<file path="config.mk">
export PLATFORM = sky130hd
export DESIGN_NAME = memory_access
export DESIGN_NICKNAME = d
export VERILOG_FILES = /design/src/rtl/memory_access.sv
export SDC_FILE = /design/constraint.sdc
export NUM_CORES = 1
export LEC_CHECK = 0
export BUFFER_PORTS_ARGS = -buffer_cell sky130_fd_sc_hd__buf_2
export CORE_AREA = 2 2 163 165
export DETAILED_ROUTE_END_ITERATION = 12
export DIE_AREA = 0 0 165 167
export RECOVER_POWER = 25
export SLEW_MARGIN = 25
export SYNTH_ARGS = -nofsm -noshare
export SYNTH_HDL_FRONTEND = slang
export SYNTH_SLANG_ARGS = --single-unit
export TNS_END_PERCENT = 1
</file>
<file path="constraint.sdc">
create_clock -name clk -period 5.1 [get_ports clk]
set_clock_uncertainty 0.2 [all_clocks]
set_input_delay 0.255 -clock clk [delete_from_list [all_inputs] [get_ports clk]]
set_output_delay 0.255 -clock clk [all_outputs]
set_load 0.005 [all_outputs]
</file>
<file path="src/rtl/memory_access.sv">
// memory_access: RV32I MEM stage with a req/ack data-memory port, branch resolution and the MEM/WB register.
// Accesses that see no ack for TIMEOUT cycles are abandoned and reported as bus errors.
module memory_access #(
  parameter int TIMEOUT = 15
) (
  input  logic        clk,
  input  logic        rst,
  input  logic [31:0] ALU_co_pype,
  input  logic [31:0] read_data2_pype2,
  input  logic [31:0] PCBranch_pype,
  input  logic [31:0] PCp4_pype2,
  input  logic [4:0]  WReg_pype2,
  input  logic        RegWrite_pype2,
  input  logic [1:0]  MemtoReg_pype2,
  input  logic [1:0]  MemRW_pype2,
  input  logic [2:0]  MemBranch_pype2,
  input  logic [31:0] Instraction_pype2,
  output logic        dmem_req,
  output logic        dmem_we,
  output logic [31:0] dmem_addr,
  output logic [31:0] dmem_wdata,
  output logic [3:0]  dmem_be,
  input  logic [31:0] dmem_rdata,
  input  logic        dmem_ack,
  output logic        stall,
  output logic        branch_taken,
  output logic [31:0] branch_target,
  output logic        misalign,
  output logic        bus_err,
  output logic [31:0] mem_rdata_pype3,
  output logic [31:0] ALU_co_pype3,
  output logic [31:0] PCp4_pype3,
  output logic [4:0]  WReg_pype3,
  output logic        RegWrite_pype3,
  output logic [1:0]  MemtoReg_pype3
);
  localparam logic [7:0] TO = 8'(TIMEOUT);
  typedef enum logic [1:0] {IDLE, BUSY, ERR} state_t;
  state_t      state;
  logic [7:0]  cnt;
  logic [31:0] r_addr, r_wdata, c_addr, c_wdata, ld_data;
  logic [3:0]  r_be, c_be;
  logic [2:0]  r_f3, f3, eff_f3;
  logic [1:0]  r_lo, eff_lo;
  logic [15:0] lane;
  logic        r_we, c_we, memop, word, half, aligned, busy, issue, bubble, cond, is_load;
  always_comb begin
    f3 = Instraction_pype2[14:12];
    memop = MemRW_pype2 == 2'b01 || MemRW_pype2 == 2'b10;
    word = f3[1];
    half = !f3[1] && f3[0];
    aligned = word ? ALU_co_pype[1:0] == 2'b00 : !(half && ALU_co_pype[0]);
    c_we = MemRW_pype2 == 2'b10;
    c_addr = {ALU_co_pype[31:2], 2'b00};
    c_be = !c_we || word ? 4'b1111 : (half ? 4'b0011 : 4'b0001) << ALU_co_pype[1:0];
    c_wdata = word ? read_data2_pype2 : half ? {2{read_data2_pype2[15:0]}} : {4{read_data2_pype2[7:0]}};
    busy = state == BUSY;
    issue = rst && state == IDLE && memop && aligned;
    bubble = state == ERR || (state == IDLE && memop && !aligned);
    // the request fields are replayed from the issue-cycle snapshot while waiting
    dmem_req = issue || (rst && busy);
    dmem_we = busy ? r_we : c_we;
    dmem_addr = busy ? r_addr : c_addr;
    dmem_be = busy ? r_be : c_be;
    dmem_wdata = busy ? r_wdata : c_wdata;
    stall = dmem_req && !dmem_ack;
    is_load = busy ? !r_we : MemRW_pype2 == 2'b01;
    eff_lo = busy ? r_lo : ALU_co_pype[1:0];
    eff_f3 = busy ? r_f3 : f3;
    lane = 16'(dmem_rdata >> {eff_lo, 3'b000});
    ld_data = eff_f3[1] ? dmem_rdata :
              eff_f3[0] ? {{16{!eff_f3[2] && lane[15]}}, lane} :
                          {{24{!eff_f3[2] && lane[7]}}, lane[7:0]};
    cond = MemBranch_pype2 == 3'b001 ? ALU_co_pype == 32'd0 :
           MemBranch_pype2 == 3'b010 ? ALU_co_pype != 32'd0 :
           MemBranch_pype2 == 3'b011 ? ALU_co_pype == 32'd1 :
           MemBranch_pype2 == 3'b101 ? ALU_co_pype == 32'd0 :
           MemBranch_pype2 == 3'b100 || MemBranch_pype2 == 3'b110;
    branch_taken = rst && cond && !stall;
    branch_target = PCBranch_pype;
  end
  always_ff @(posedge clk) begin
    if (!rst) begin
      state <= IDLE;
      cnt <= '0;
      {r_addr, r_wdata, r_be, r_we, r_lo, r_f3} <= '0;
      {misalign, bus_err} <= '0;
      {mem_rdata_pype3, ALU_co_pype3, PCp4_pype3, WReg_pype3, RegWrite_pype3, MemtoReg_pype3} <= '0;
    end else begin
      misalign <= state == IDLE && memop && !aligned;
      bus_err <= state == ERR;
      if (!stall) begin
        mem_rdata_pype3 <= bubble || !is_load ? '0 : ld_data;
        ALU_co_pype3 <= bubble ? '0 : ALU_co_pype;
        PCp4_pype3 <= bubble ? '0 : PCp4_pype2;
        WReg_pype3 <= bubble ? '0 : WReg_pype2;
        RegWrite_pype3 <= !bubble && RegWrite_pype2;
        MemtoReg_pype3 <= bubble ? '0 : MemtoReg_pype2;
      end
      if (issue && !dmem_ack) begin
        state <= TO == 8'd1 ? ERR : BUSY;
        cnt <= 8'd1;
        {r_addr, r_wdata, r_be, r_we, r_lo, r_f3} <= {c_addr, c_wdata, c_be, c_we, ALU_co_pype[1:0], f3};
      end else if (busy && dmem_ack) begin
        state <= IDLE;
        cnt <= '0;
      end else if (busy) begin
        state <= cnt + 8'd1 == TO ? ERR : BUSY;
        cnt <= cnt + 8'd1;
      end else if (state == ERR) begin
        state <= IDLE;
        cnt <= '0;
      end
    end
  end
endmodule

</file>
==> results of run 1 <==
registers in the layout (all words and copies together) (netlist names), 3 cells and up:
| register | flops |
|---|---|
| r_be | 4 |
| PCp4_pype3 | 32 |
| cnt | 8 |
| r_f3 | 3 |
| WReg_pype3 | 5 |
| ALU_co_pype3 | 32 |
| mem_rdata_pype3 | 32 |
| r_addr | 30 |
| r_wdata | 32 |
power groups by stage:
stage / Clock, mW / Sequential, mW / Combinational [mW]
6_report: 1.31 / 1.58 / 0.735
5_1_grt: 1.41 / 1.59 / 0.810
4_1_cts: 1.36 / 1.58 / 0.745
3_5_place_dp: 0 / 1.62 / 0.677
3_3_place_gp: 0 / 1.61 / 0.671
2_1_floorplan: 0 / 1.62 / 0.411
per-layer routing:
| metal | wire length (um) | vias to the layer above |
|---|---|---|
| li1 | - | 4377 |
| met1 | 12900 | 4191 |
| met2 | 14800 | 290 |
| met3 | 2000 | 51 |
| met4 | 726 | 0 |
| met5 | 0 | - |
how the worst max path moves through the flow:
stage                     startpoint                   to  slack, ps  cells past startpoint
after floorplan             state[1]   mem_rdata_pype3[6]       2860                      9
after global placement      state[1]  mem_rdata_pype3[18]       1700                      8
after detailed placement    state[1]  mem_rdata_pype3[16]       1620                      8
after CTS                   state[1]       dmem_wdata[18]       1330                      6
after global routing             rst         branch_taken       1180                      8
final                       state[1]       dmem_wdata[18]       1430                      6
layout make-up:
cell class                 count  share of cell area [%]
multi-input combinational    767                    38.1
sequential                   188                    31.1
timing repair buffer         438                    22.3
clock buffer                  18                    3.63
tap                          335                    3.46
clock inverter                13                    1.06
inverter                      10                   0.341
cell usage in the layout, fill, tap and decap left out, types with 15 or more instances in the layout:
master,n
a21oi_2,18
buf_2,275
a22oi_1,69
nor3_1,15
clkbuf_1,47
nor2_1,152
dfxtp_1,188
clkbuf_16,17
mux2_2,84
dlygate4sd3_1,108
a21oi_1,86
o21ai_0,33
nand2_1,182
cell families (layout without fill, tap and decap cells):
logic type               count (synthesis)  count (layout)  share of synthesized area, %
multiplexers                            95              95                          11.8
flip-flops                             188             188                          41.5
other                                    1               2                        0.0413
buffers and inverters                  123             479                          8.00
AO/OA/AOI/OAI                          268             268                          19.6
adder cells (fa/ha/maj)                  7               7                         0.965
AND/OR/NAND/NOR                        393             393                          17.9
XOR/XNOR                                 2               2                         0.193
critical path, stage by stage (launching register included):
cell,delay (ps)
dfxtp_1,330
inv_1,110
ha_4,450
buf_4,610
inv_1,650
mux2_2,480
buf_2,130
==> reports/qor.csv, run 1 <==
stage,metric,value,unit
status,status,finished clean,
job,cap_violations,0,
min_path,hold_path.class,input pin to flop,
setup_path,worst_setup_path_end_kind,output port,
cts,cts_buffer_depth,2,
pwr,p_comb_share,20.3,%
die,core_area,0.0258,mm2
pwr,swShare,30.1,%
cts,post-cts-setup-buffers,0,
timing,setup_tns,0,ps
setup_path,critPathKind,flop to output port,
final_layout,diodes,0,
yosys,ys.warnings.count,0,
global_routing,grt.busiest_layer,met2,
die,ioPinCount,418,
die,die_h,167,um
setup_path,worstReg2RegEnd,mem_rdata_pype3[16],
yosys,synth_top_area_share,41.5,%
cts,clockRootBuffer,clkbuf_16,
setup_path,cp.required,4640,ps
die,num_rows,59,
yosys,synth_area_leaders,"dfxtp_1 41%, mux2_2 10%, nand2_1 7.6%",
yosys,synth-seq-area-share,41.5,%
die,die_w,165,um
final_layout,stdcell_area,0.0121,mm2
global_routing,grt_use_met2,38.0,%
pwr,seqPwrFrac,43.7,%
cts,htree_num_levels,4,
place,place_inst,1630,
timing,fin_crit,3670,ps
place,place_area,0.0105,mm2
setup_path,r2r_setup_slack,1780,ps
yosys,ys_async_sr_fraction,0,%
timing,hold_viol_final,0,
timing,clock.fmax,0.272,GHz
global_routing,grt_pass1_wl,46.9,mm
setup_path,critPathMaxFanout,51,
yosys,yosysTopAreaCell,dfxtp_1,
cts,cts_tree,built,
setup_path,rr_worst_depth,9,
setup_path,r2r-start,state[1],
timing,maxSlewHeadroom,30.8,%
detailed_routing,routed_via_density,5.04,
detailed_routing,wl_per_cell,17.2,um
final_layout,fin_util,47.0,%
final_layout,fin_cells,1769,
yosys,netlist_top_cells_count,"188 x dfxtp_1, 183 x nand2_1, 152 x nor2_1",
detailed_routing,drtIter0Drc,442,
final_layout,multi_input_area,0.00461,mm2
min_path,holdPathEnd,r_wdata[30],
cts,ctsResizeCount,0,
place,io_buffers,322,
place,place_congestion,0.843,
die,die_area,0.0276,mm2
yosys,yosysMostFrequentCell,dfxtp_1,
detailed_routing,ant_nets,0,
global_routing,track_usage,21.4,%
place,pre_cts_slack,1620,ps
cts,cts_sinks,188,
setup_path,startpoint_type,flop,
cts,hold_buffers,108,
die,initial_core_util,35.2,%
global_routing,use_met3,6.00,%
yosys,syn_inst,1077,
setup_path,cp.arrival,3220,ps
yosys,synthFlopType,dfxtp_1,
yosys,synth.distinct_cells,54,
yosys,synth.avg_cell_area,8.42,um2
pwr,ir_drop,0.232,mV
timing,hold_slack,26.8,ps
min_path,hold_depth,5,
final_layout,n_fill_cell,2530,
detailed_routing,first_pass_iters,4,
global_routing,gr-total-overflow,0,
final_layout,register_area,0.00376,mm2
yosys,synth_edf_count,0,
cts,path_clk_slew,70,ps
pwr,p_switching,1.09,mW
timing,setup_violations,0,
pwr,internal_power,2.54,mW
final_layout,layout-drive-gt1-share,31.0,%
global_routing,antenna_found_initial,0,
pwr,power.density,299,mW/mm2
timing,tightest_slew,1040,ps
pwr,p_leak,5.09,nW
min_path,hold_start,read_data2_pype2[30],
yosys,synth_area,0.00907,mm2
global_routing,grt_max_degree,81,
pwr,totalPowerFinal,3.63,mW
pwr,pwr-share-clk,36.0,%
detailed_routing,drcViolationCount,0,
cts,cts_buffers,17,
global_routing,grt_util_met1,24.4,%
place,hpwl,20.0,mm
cts,clk_latency,420,ps
final_layout,syn_to_final_growth,33.5,%
detailed_routing,wl,30.4,mm
timing,worst_slack,1430,ps
yosys,ys_seq_elements,188,
final_layout,layout.nets,1637,
global_routing,grt_pass1_vias,8888,
timing,slew_violations,0,
timing,final.period_utilization,72.0,%
detailed_routing,vias,8909,
timing,rsz0062_at_grt,no,
Power figures use the tool's default switching activity.
==> run 2: changes to the inputs <==
- CORE_AREA: 2 2 163 165 -> 2 2 165 167
- DIE_AREA: 0 0 165 167 -> 0 0 167 169
- clock period: 5.1 -> 3.8 ns (I/O delays scaled with it)
==> reports/qor.csv, run 2 (synthesis gave the netlist of run 1 again) <==
stage,metric,value,unit,change
status,status,finished clean,,
timing,fin_crit,3200,ps,
detailed_routing,routed_via_density,5.00,,-0.63%
detailed_routing,vias,9068,,+1.8%
final_layout,final_common_cell,buf_2,,
timing,final.period_utilization,84.1,%,
setup_path,crit_chain,"dlygate4sd3_1, buf_2, inv_4, nor2_1, o21ai_4, clkinv_2, a311oi_1, buf_2",,
cts,hold_buffers,138,,+28%
setup_path,startpoint_type,input pin,,
setup_path,critPathMaxFanout,68,,+33%
setup_path,cp.arrival,2810,ps,-410 ps
cts,cts_tree,built,,
pwr,ir_drop,0.291,mV,+25%
pwr,totalPowerFinal,5.08,mW,+40%
place,hpwl,20.1,mm,+0.71%
die,die_area,0.0282,mm2,+2.4%
die,core_area,0.0265,mm2,+2.9%
final_layout,layout.nets,1673,,+2.2%
timing,rsz0062_at_grt,no,,
detailed_routing,drtIter0Drc,526,,+19%
final_layout,fin_util,47.3,%,+0.31 points
pwr,power.density,405,mW/mm2,+35%
die,ioPinCount,418,,unchanged
min_path,hold_path.class,input pin to flop,,
place,place_congestion,0.833,,-1.2%
final_layout,layout-drive-gt1-share,30.9,%,-0.17 points
final_layout,diodes,0,,unchanged
cts,post-cts-setup-buffers,0,,unchanged
timing,clock.fmax,0.313,GHz,
final_layout,n_fill_cell,2571,,+1.6%
global_routing,track_usage,20.7,%,-0.74 points
place,io_buffers,322,,unchanged
cts,ctsResizeCount,0,,unchanged
setup_path,slowest_stage,dlygate4sd3_1,,
detailed_routing,wl,30.4,mm,-0.29%
timing,setup_violations,0,,unchanged
cts,htree_num_levels,4,,unchanged
global_routing,grt_max_degree,89,,+9.9%
timing,setup_tns,0,ps,unchanged
final_layout,syn_to_final_growth,38.2,%,
die,num_rows,60,,+1.7%
setup_path,cp.required,3410,ps,-1230 ps
timing,tightest_slew,1020,ps,-16.3 ps
global_routing,antenna_found_initial,0,,unchanged
detailed_routing,wl_per_cell,16.8,um,-2.7%
setup_path,slowest_delay,550,ps,-100 ps
pwr,p_leak,5.30,nW,+4.0%
final_layout,fin_cells,1812,,+2.4%
cts,cts_buffer_depth,2,,unchanged
setup_path,critPathKind,input pin to output port,,
cts,clockRootBuffer,clkbuf_16,,
timing,maxSlewHeadroom,31.9,%,+1.1 points
final_layout,layout_common_cells,"277 x buf_2, 188 x dfxtp_1, 182 x nand2_1, 152 x nor2_1, 138 x dlygate4sd3_1",,
cts,clk_latency,420,ps,about the same
cts,cts_sinks,188,,unchanged
global_routing,gr-total-overflow,0,,unchanged
timing,slew_violations,0,,unchanged
detailed_routing,ant_nets,0,,unchanged
cts,cts_buffers,17,,unchanged
timing,hold_viol_final,0,,unchanged
global_routing,grt_pass1_vias,8756,,-1.5%
cts,path_clk_slew,80,ps,about the same
setup_path,path_buf_inv,5,,+1
die,initial_core_util,34.2,%,-0.98 points
detailed_routing,drcViolationCount,0,,unchanged
place,place_inst,1642,,+0.74%
die,die_h,169,um,+1.2%
die,die_w,167,um,+1.2%
setup_path,crit_top_cell,buf_2,,
setup_path,worst_setup_path_end_kind,output port,,
detailed_routing,first_pass_iters,6,,+2
setup_path,crit_family,buffers and inverters,,
job,cap_violations,0,,unchanged
global_routing,grt_pass1_wl,47.4,mm,+1.1%
-- run 2: changes by cell type in the layout (fill, tap and decap cells not counted), sizes merged --
| cell | previous run | this run |
|---|---|---|
| bufinv | 0 | 2 |
| clkinvlp | 2 | 0 |
| inv | 15 | 16 |
| buf | 283 | 291 |
| dlygate4sd3 | 108 | 138 |
| clkbuf | 65 | 63 |
-- run 2: final timing paths --
| kind | from | to | slack, ps | depth (start not counted) |
|---|---|---|---|---|
| hold / removal | read_data2_pype2[10] | r_wdata[10] | 20 | 4 |
| hold reg to reg | WReg_pype3[2] | WReg_pype3[2] | 250 | 2 |
| setup / recovery | rst | branch_taken | 600 | 8 |
| setup reg to reg | state[1] | mem_rdata_pype3[20] | 960 | 9 |
-- run 2: worst min-delay path, stage by stage --
cell and delay (ps):
buf_2 90, mux2_2 180, nand2_1 50, a21oi_1 100
-- run 2: power by group --
part | switching (mW) | internal, mW
clock | 0.903 | 1.03
combinational | 0.544 | 0.475
sequential | 0.0546 | 2.07
total | 1.50 | 3.58
-- run 2: through the flow --
stage          hold slack [ps]  setup slack (ps)  area, um2
4_1_cts                   1.53               572      12600
3_5_place_dp               180              1000      10600
2_1_floorplan              117              1560       9080
3_3_place_gp               180              1050      10600
5_1_grt                   1.37               428      12500
6_report                  19.7               604      12500
-- run 2: metal layers --
metal  track usage (%)  wire (um)  part of all wire, %  vias to the layer above
met2              35.7      14800                   49                      309
met4              6.63        715                  2.4                        0
met5                 0          0                    0                        -
li1                  -          -                    -                     4452
met1              25.2      13000                   43                     4262
met3              5.07       1820                  6.0                       45
-- run 2: layout make-up --
type	count	area, um2	share of cell area, %
clock inverters	14	198	1.58
clock buffers	18	439	3.50
flip-flops and latches	188	3760	30.0
repair buffers	474	3070	24.5
multi-input cells	767	4610	36.7
inverters	10	41.3	0.329
well taps	341	427	3.40
